`config.mk`:
```
export PLATFORM = sky130hd
export DESIGN_NAME = pc_stack_counter
export DESIGN_NICKNAME = d
export VERILOG_FILES = /design/src/rtl/pc_stack_counter.sv
export SDC_FILE = /design/constraint.sdc
export NUM_CORES = 1
export LEC_CHECK = 0
export BUFFER_PORTS_ARGS = -buffer_cell sky130_fd_sc_hd__buf_2
export CAP_MARGIN = 20
export CORE_UTILIZATION = 30
export DETAILED_ROUTE_END_ITERATION = 10
export SLEW_MARGIN = 10
export SYNTH_ARGS = -nofsm -noshare
export SYNTH_HDL_FRONTEND = slang
export SYNTH_SLANG_ARGS = --single-unit
```
`constraint.sdc`:
```
create_clock -name clk -period 1.7 [get_ports clk]
set_input_delay 0.17 -clock clk [delete_from_list [all_inputs] [get_ports clk]]
set_output_delay 0.17 -clock clk [all_outputs]
set_load 0.05 [all_outputs]
```
`src/rtl/pc_stack_counter.sv`:
```
// Program counter with return-address stack for the 8-bit CPU core.
// Latency: one cycle; the new pc is visible right after the enabled edge.
// Backpressure: none; enable=0 holds every register and suppresses wrap.
module pc_stack_counter #(
  parameter int ADDR_W      = 4,
  parameter int STACK_DEPTH = 4,
  parameter int SP_W        = 3
) (
  input  logic                clk,
  input  logic                rst,
  input  logic                enable,
  input  logic                jmp,
  input  logic [ADDR_W-1:0]   jmploc,
  input  logic                call,
  input  logic                ret,
  output logic [ADDR_W-1:0]   pc,
  output logic [ADDR_W/2-1:0] pc_lo,
  output logic [ADDR_W/2-1:0] pc_hi,
  output logic [SP_W-1:0]     sp,
  output logic                stack_full,
  output logic                stack_empty,
  output logic                wrap,
  output logic                err
);

  localparam int              HALF     = ADDR_W / 2;
  localparam logic [SP_W-1:0] DEPTH_SP = SP_W'(STACK_DEPTH);
  localparam logic [ADDR_W-1:0] PC_MAX = '1;

  logic [ADDR_W-1:0] r_pc;
  logic [SP_W-1:0]   r_sp;
  logic              r_wrap;
  logic              r_err;
  logic [ADDR_W-1:0] r_stack [STACK_DEPTH];

  logic              w_full;
  logic              w_empty;
  logic              w_pop;
  logic              w_under;
  logic              w_push;
  logic              w_over;
  logic              w_jump;
  logic              w_inc;
  logic [ADDR_W-1:0] w_pc_inc;
  logic [SP_W-1:0]   w_sp_top;
  logic [ADDR_W-1:0] w_top;

  // Action decode: ret beats call beats jmp; over/underflow fall back to a plain increment.
  always_comb begin
    w_full   = (r_sp == DEPTH_SP);
    w_empty  = (r_sp == '0);
    w_pop    = ret && !w_empty;
    w_under  = ret && w_empty;
    w_push   = !ret && call && !w_full;
    w_over   = !ret && call && w_full;
    w_jump   = !ret && !call && jmp;
    w_inc    = !(w_pop || w_push || w_jump);
    w_pc_inc = r_pc + ADDR_W'(1);
    w_sp_top = r_sp - SP_W'(1);
  end

  // Read mux for the stack top; written as a compare loop so the index width never has to match the array size.
  always_comb begin
    w_top = '0;
    for (int i = 0; i < STACK_DEPTH; i++) begin
      if (w_sp_top == SP_W'(i)) begin
        w_top = r_stack[i];
      end
    end
  end

  // PC, stack pointer and flag registers; reset overrides enable and every control input.
  always_ff @(posedge clk) begin
    if (rst) begin
      r_pc   <= '0;
      r_sp   <= '0;
      r_wrap <= 1'b0;
      r_err  <= 1'b0;
    end else if (enable) begin
      r_wrap <= w_inc && (r_pc == PC_MAX);
      r_err  <= r_err || w_under || w_over;
      if (w_pop) begin
        r_pc <= w_top;
        r_sp <= w_sp_top;
      end else if (w_push) begin
        r_pc <= jmploc;
        r_sp <= r_sp + SP_W'(1);
      end else if (w_jump) begin
        r_pc <= jmploc;
      end else begin
        r_pc <= w_pc_inc;
      end
    end else begin
      r_wrap <= 1'b0;
    end
  end

  // Return-address storage; deliberately left uncleared by reset since sp=0 hides stale entries.
  always_ff @(posedge clk) begin
    if (!rst && enable && w_push) begin
      for (int i = 0; i < STACK_DEPTH; i++) begin
        if (r_sp == SP_W'(i)) begin
          r_stack[i] <= w_pc_inc;
        end
      end
    end
  end

  assign pc          = r_pc;
  assign pc_lo       = r_pc[HALF-1:0];
  assign pc_hi       = r_pc[ADDR_W-1:HALF];
  assign sp          = r_sp;
  assign stack_full  = w_full;
  assign stack_empty = w_empty;
  assign wrap        = r_wrap;
  assign err         = r_err;

endmodule
```
After elaboration in Yosys (flattened, before gate mapping)
Memory sizes are Yosys's and may differ from the RTL's.
Index checks and enable logic that the tools add are counted.
Widths: inputs -> output; s select.
- bitwise logic cells: 1
- reductions and logical operators: 28
- add/sub/neg operators: 3
- muxes and demuxes: 30
- equal/unequal tests: 8
- operator list (kind ; count):
    $mux 4 ; 10
    $mux 1 ; 15
    $eq 3x2->1 const B ; 4
    $reduce_or 4->1 ; 3
    $logic_and 1x1->1 ; 10
    $eq 3x1->1 const B ; 2
    $logic_not 1->1 ; 6
    $logic_not 3->1 ; 2
    $mux 2 ; 3
    $mux 3 ; 2
    $add 4x1->4 const B ; 1
    $eq 4x4->1 const B ; 1
    $logic_or 1x1->1 ; 4
    $add 3x1->3 const B ; 1
    $eq 3x3->1 const B ; 1
    $sub 3x1->3 const B ; 1
    $reduce_and 2->1 ; 1
    $reduce_bool 2->1 ; 1
    $reduce_or 2->1 ; 1
    $not 1->1 ; 1
- word-level logic and storage cells: 75
- bits in writable memories: 16
- memories kept: 1
- input port bits: 10
- register bits after elaboration: 9
- output and inout bits: 15
- memories (memory ; words ; bits a word ; rd ports ; clocked after memory_dff ; wr ports ; line ; RTL):
    r_stack ; 4 ; 4 ; 4 ; 0 ; 1 ; 34 ; logic [ADDR_W-1:0] r_stack [STACK_DEPTH];

Longest topological paths before layout
- depth in word-level cells: 10
- gate-level depth with buffers: 8
- mapped depth without buffers: 6

Least setup slack after synthesis
No wires, ideal clock.
- path type: register to register
- start: register r_sp[0], in the netlist sp[0]
- end: register r_pc[2], in the netlist pc[2]
- period minus slack after synthesis: 1966 ps
- required time: 1612 ps
- buffers on the path: 1
- slack: -266 ps
- cell stages (with the launch flop): 8
- arrival: 1878 ps
- library setup time: 88 ps
- cells stage by stage: dfxtp_1 inv_1 ha_1 buf_6 nor3_4 o21a_2 nand3_1 a311oi_2
- cells in the longest elaborated chain, start to end: 7
- elaborated cells on any way between the ends: 17
- those cells by class: 1 x add/sub; 4 x eq/ne; 6 x mux; 6 x reduce/logical
- ends and longest elaborated chain (what ; line ; RTL):
    start, declared ; 31 ; logic [SP_W-1:0] r_sp;
    start signal, assigned ; 84 ; r_sp <= w_sp_top;
    start signal, assigned ; 87 ; r_sp <= r_sp + SP_W'(1);
    $sub 3x1->3 ; 59 ; w_sp_top = r_sp - SP_W'(1);
    $logic_not 3->1 ; 66 ; if (w_sp_top == SP_W'(i)) begin
    $mux 4 (4 in series) ; 66 ;
    $mux 4 (*) ; 82 ; if (w_pop) begin
    end signal, assigned ; 83 ; r_pc <= w_top;
    end signal, assigned ; 86 ; r_pc <= jmploc;
    end signal, assigned ; 89 ; r_pc <= jmploc;
    end, declared ; 30 ; logic [ADDR_W-1:0] r_pc;
Every way passes the cells marked *; elsewhere a longest branch is shown, timed or not.
A chain may end at the register's enable or synchronous reset.

Final worst setup path
- start: register r_sp[1], in the netlist sp[1]
- end: register r_pc[3], in the netlist pc[3]
Same word-level chain as after synthesis.

==> results by group <==
Power and ir drop
  • Share of power burned in the clock network: 25.1%
  • Switching Share: 33.35%
  • Leakage dissipation: 0.6675 nW
  • Net Sw Power: 0.4915 mW
  • Sequential fraction of design power: 47.2%
  • Power density over cell area: 861.0 nW/um^2
  • Power share of the combinational group: 27.7%
  • Worst vdd ir: 293.5 uV
  • Internal: 0.9823 mW

Timing
  • RSZ-0062 raised after global routing: false
  • Crit path setup slack, layout: 0.1240 ns
  • Final period utilization: 92.70%
  • Number of hold violations in the final report: 0
  • Max-slew violations: 0
  • Maximum achievable frequency: 634.5 MHz
  • Pin slew with the least headroom to its limit: 0.3761 ns
  • Worst hold slack: 0.2092 ns
  • Max Clock Skew: 0.002788 ns
  • Final Critical Period: 1.576 ns
  • Rel. slew slack: 74.89%
  • Total of endpoints with negative setup slack in the final report: 0

Worst setup path
  • Kind of end point of the critical path: register
  • Slowest stage cell, crit path: sky130_fd_sc_hd__dfxtp_4
  • Critical path cell sequence: inv_1 > buf_4 > ha_2 > nor3_4 > o21a_2 > nand3_1 > a311oi_2
  • Type of the worst setup path: reg -> reg
  • Largest stage delay, worst path: 0.38 ns
  • WP data required: 1.89 ns
  • Worst path bufs/invs: 2
  • Origin of the worst setup path: sp[1]
  • Arrival time at the worst endpoint: 1.77 ns
  • Cell family contributing the most delay on the critical path: compound AO/OA/AOI/OAI gates
  • Beginning of the worst register-to-register path: sp[1]
  • Nature of the critical path startpoint: register
  • Maximum net fanout on the critical path: 5

GRT
  • Gr usage total: 12.69%
  • Pin count of the biggest net entering global routing: 16
  • Gr ovfl total: 0
  • Met1 usage: 15.51%
  • Via count of the first global-routing pass: 1032
  • Number of antenna violations at the first check in global routing: 0
  • Met3 track demand over resource in global routing: 3.194%
  • Most crowded layer after global routing: met2
  • First-pass GRT wire length: 4933 um
  • Met2 Resource Use GR: 20.87%

Yosys
  • Synth async-reset ratio: 0%
  • Cell count after synthesis: 131
  • Mux contribution to synthesized area: 1.439%
  • Portion of the post-synthesis area used by sequential elements: 44.71%
  • Synth area leaders: sky130_fd_sc_hd__edfxtp_1 33%, sky130_fd_sc_hd__dfxtp_1 12%, sky130_fd_sc_hd__ha_1 6.8%
  • Synth area leader: sky130_fd_sc_hd__edfxtp_1
  • Compound-gate portion of the synthesized area: 18.88%
  • Most used DFF post-synth: sky130_fd_sc_hd__edfxtp_1
  • Post-synthesis average cell area: 11.28 um^2
  • Post-synth cell types: 48
  • Simple-gate portion of the synthesized area: 16.43%
  • Total number of yosys warnings: 0
  • Fraction of synthesized cell area in xor and xnor cells: 2.286%
  • Number of flops mapped to enable cells by yosys: 16
  • Post-Syn Nets: 149
  • Area share of the largest cell type after synthesis: 32.51%
  • Post-synthesis sequential element count: 25
  • Largest family of logic cells by synthesized area: compound AO/OA/AOI/OAI gates
  • Post-synthesis cell area: 1478 um^2
  • Adder and majority cell fraction of the synthesized area: 6.774%

Placement
  • Placed Area: 1643 um^2
  • # port buffers: 24
  • Placed instance count: 219
  • GP Congestion: 0.7908
  • Worst-case setup slack after placement: -0.006837 ns
  • Sum of net half-perimeters after detailed placement: 2386 um

Finish
  • Multi-input gate area in the final layout: 694.4 um^2
  • Layout cell share with drive strength beyond 1: 36.54%
  • Number of nets at the end of the flow: 175
  • Final Cell Area: 1712 um^2
  • Syn-to-layout area delta: 15.83%
  • Post-route insts no fill: 223
  • Fill cell count: 469
  • Post-Route Utilization: 36.24%
  • Area taken by flip-flops and latches: 668.1 um^2
  • Ant diodes: 0

Clock network
  • TritonCTS sink count: 25
  • Buffers inserted during post-CTS setup optimization: 0
  • Number of buffers created by CTS: 3
  • Clock-pin slew reported for the worst setup and hold paths after clock tree synthesis: 0.09 ns
  • Skew-Pair Late Insertion Delay: 0.27 ns
  • Depth of the CTS H-tree: 1
  • Clock tree from TritonCTS: yes
  • CTS Root Cell: sky130_fd_sc_hd__clkbuf_8
  • Number of buffers on the longest clock path: 2

Floorplan
  • Num rows: 25
  • Standard cell core area: 4723 um^2
  • Starting density of the core: 31.28%
  • Top-level I/O count: 25
  • Die Y: 72.18 um
  • Die footprint: 5210 um^2
  • Horizontal die dimension: 72.18 um

Route
  • Total DRC errors in the routed layout: 0
  • DRC marker count from the first detailed-route iteration: 49
  • First-pass detailed-route iteration total: 4
  • Detailed-route vias per instance: 4.789
  • Number of routed nets with antenna violations: 0
  • Via count: 1068
  • Aggregate routed wire length: 3058 um
  • WL/cell: 13.71 um

Flow run
  • Maxcap violations: 0

Status
  • Result of the run: complete, no violations

Min path
  • Worst hold-check path type: in -> reg
  • Hold_sp: rst
-- per-stage QoR --
step | power, mW | setup TNS, ns
finish | 1.474 | 0
global route | 1.541 | 0
CTS | 1.475 | 0
detailed placement | 1.108 | -0.006837
global placement | 1.101 | 0
floorplan | 1.027 | 0
-- power by group through the flow --
stage               Combinational, mW  Sequential (mW)  Clock (mW)
global route                    0.442            0.700       0.399
CTS                             0.402            0.696       0.378
floorplan                       0.264            0.762           0
detailed placement              0.398            0.710           0
finish                          0.408            0.695       0.370
global placement                0.393            0.708           0
-- sequential cells by signal, indices dropped and copies added (netlist names) --
name,cells
pc,4
err,1
wrap,1
sp,3
r_stack,16
-- metal layers --
layer  share of wire (%)  vias to the layer above
met3                 4.3                        7
met1                  44                      497
met5                   0                        -
met2                  49                       34
li1                    -                      530
met4                 2.5                        0
-- cells by family (layout without fill, tap and decap cells) --
| group | after synthesis | after routing |
|---|---|---|
| multiplexers | 2 | 2 |
| AND/OR/NAND/NOR | 39 | 39 |
| AO/OA/AOI/OAI | 33 | 33 |
| flip-flops | 25 | 25 |
| buffers and inverters | 21 | 46 |
| XOR/XNOR | 3 | 3 |
| adder cells (fa/ha/maj) | 8 | 8 |
-- layout make-up --
class                      count  area share (%)
sequential                    25           39.04
inverter                      11           2.412
clock buffer                   3           2.412
multi-input combinational     85           40.57
clock inverter                 1          0.4386
timing repair buffer          31           10.23
tap                           67           4.898
-- placed cells by master, fill, tap and decap left out, drive strengths merged, types with 2 or more instances in the layout --
master  netlist  layout
nand3b        4       4
nand3         4       4
a311oi        3       3
nor2          5       5
buf           9      31
clkbuf        0       3
a21oi         6       6
a211oi        3       3
o211ai        4       4
edfxtp       16      16
ha            8       8
xnor2         2       2
nor3          2       2
o221ai        2       2
a221oi        2       2
o21ai         6       6
dfxtp         9       9
nand2         9       9
and2          7       7
nor2b         3       3
inv          11      11
-- worst reg2reg max path: cells and delay by family (launching register included) --
family	cells	cell delay [ns]
AO/OA/AOI/OAI	2	0.47
flip-flops	1	0.38
buffers and inverters	2	0.22
adder cells (fa/ha/maj)	1	0.19
AND/OR/NAND/NOR	2	0.24
-- timing repair --
item,CTS,global route
setup endpoints to repair,3,3
resized for setup,2,3
hold buffers,0,0
-- cell usage after synthesis, types with 4 or more instances --
cell / number
sky130_fd_sc_hd__a21oi_1: 6
sky130_fd_sc_hd__and2_1: 5
sky130_fd_sc_hd__buf_4: 4
sky130_fd_sc_hd__buf_6: 4
sky130_fd_sc_hd__dfxtp_1: 9
sky130_fd_sc_hd__edfxtp_1: 16
sky130_fd_sc_hd__ha_1: 8
sky130_fd_sc_hd__inv_1: 10
sky130_fd_sc_hd__nand2_1: 8
sky130_fd_sc_hd__nand3_1: 4
sky130_fd_sc_hd__nand3b_1: 4
sky130_fd_sc_hd__nor2_1: 4
sky130_fd_sc_hd__o21ai_0: 6
-- worst paths after layout --
check / endpoint / slack [ns] / depth (start not counted)
min reg2reg: err / 0.49 / 2
max: pc[3] / 0.12 / 7
min: pc[2] / 0.21 / 2
max reg2reg: pc[3] / 0.12 / 7
(Power assumes the default switching activity.)
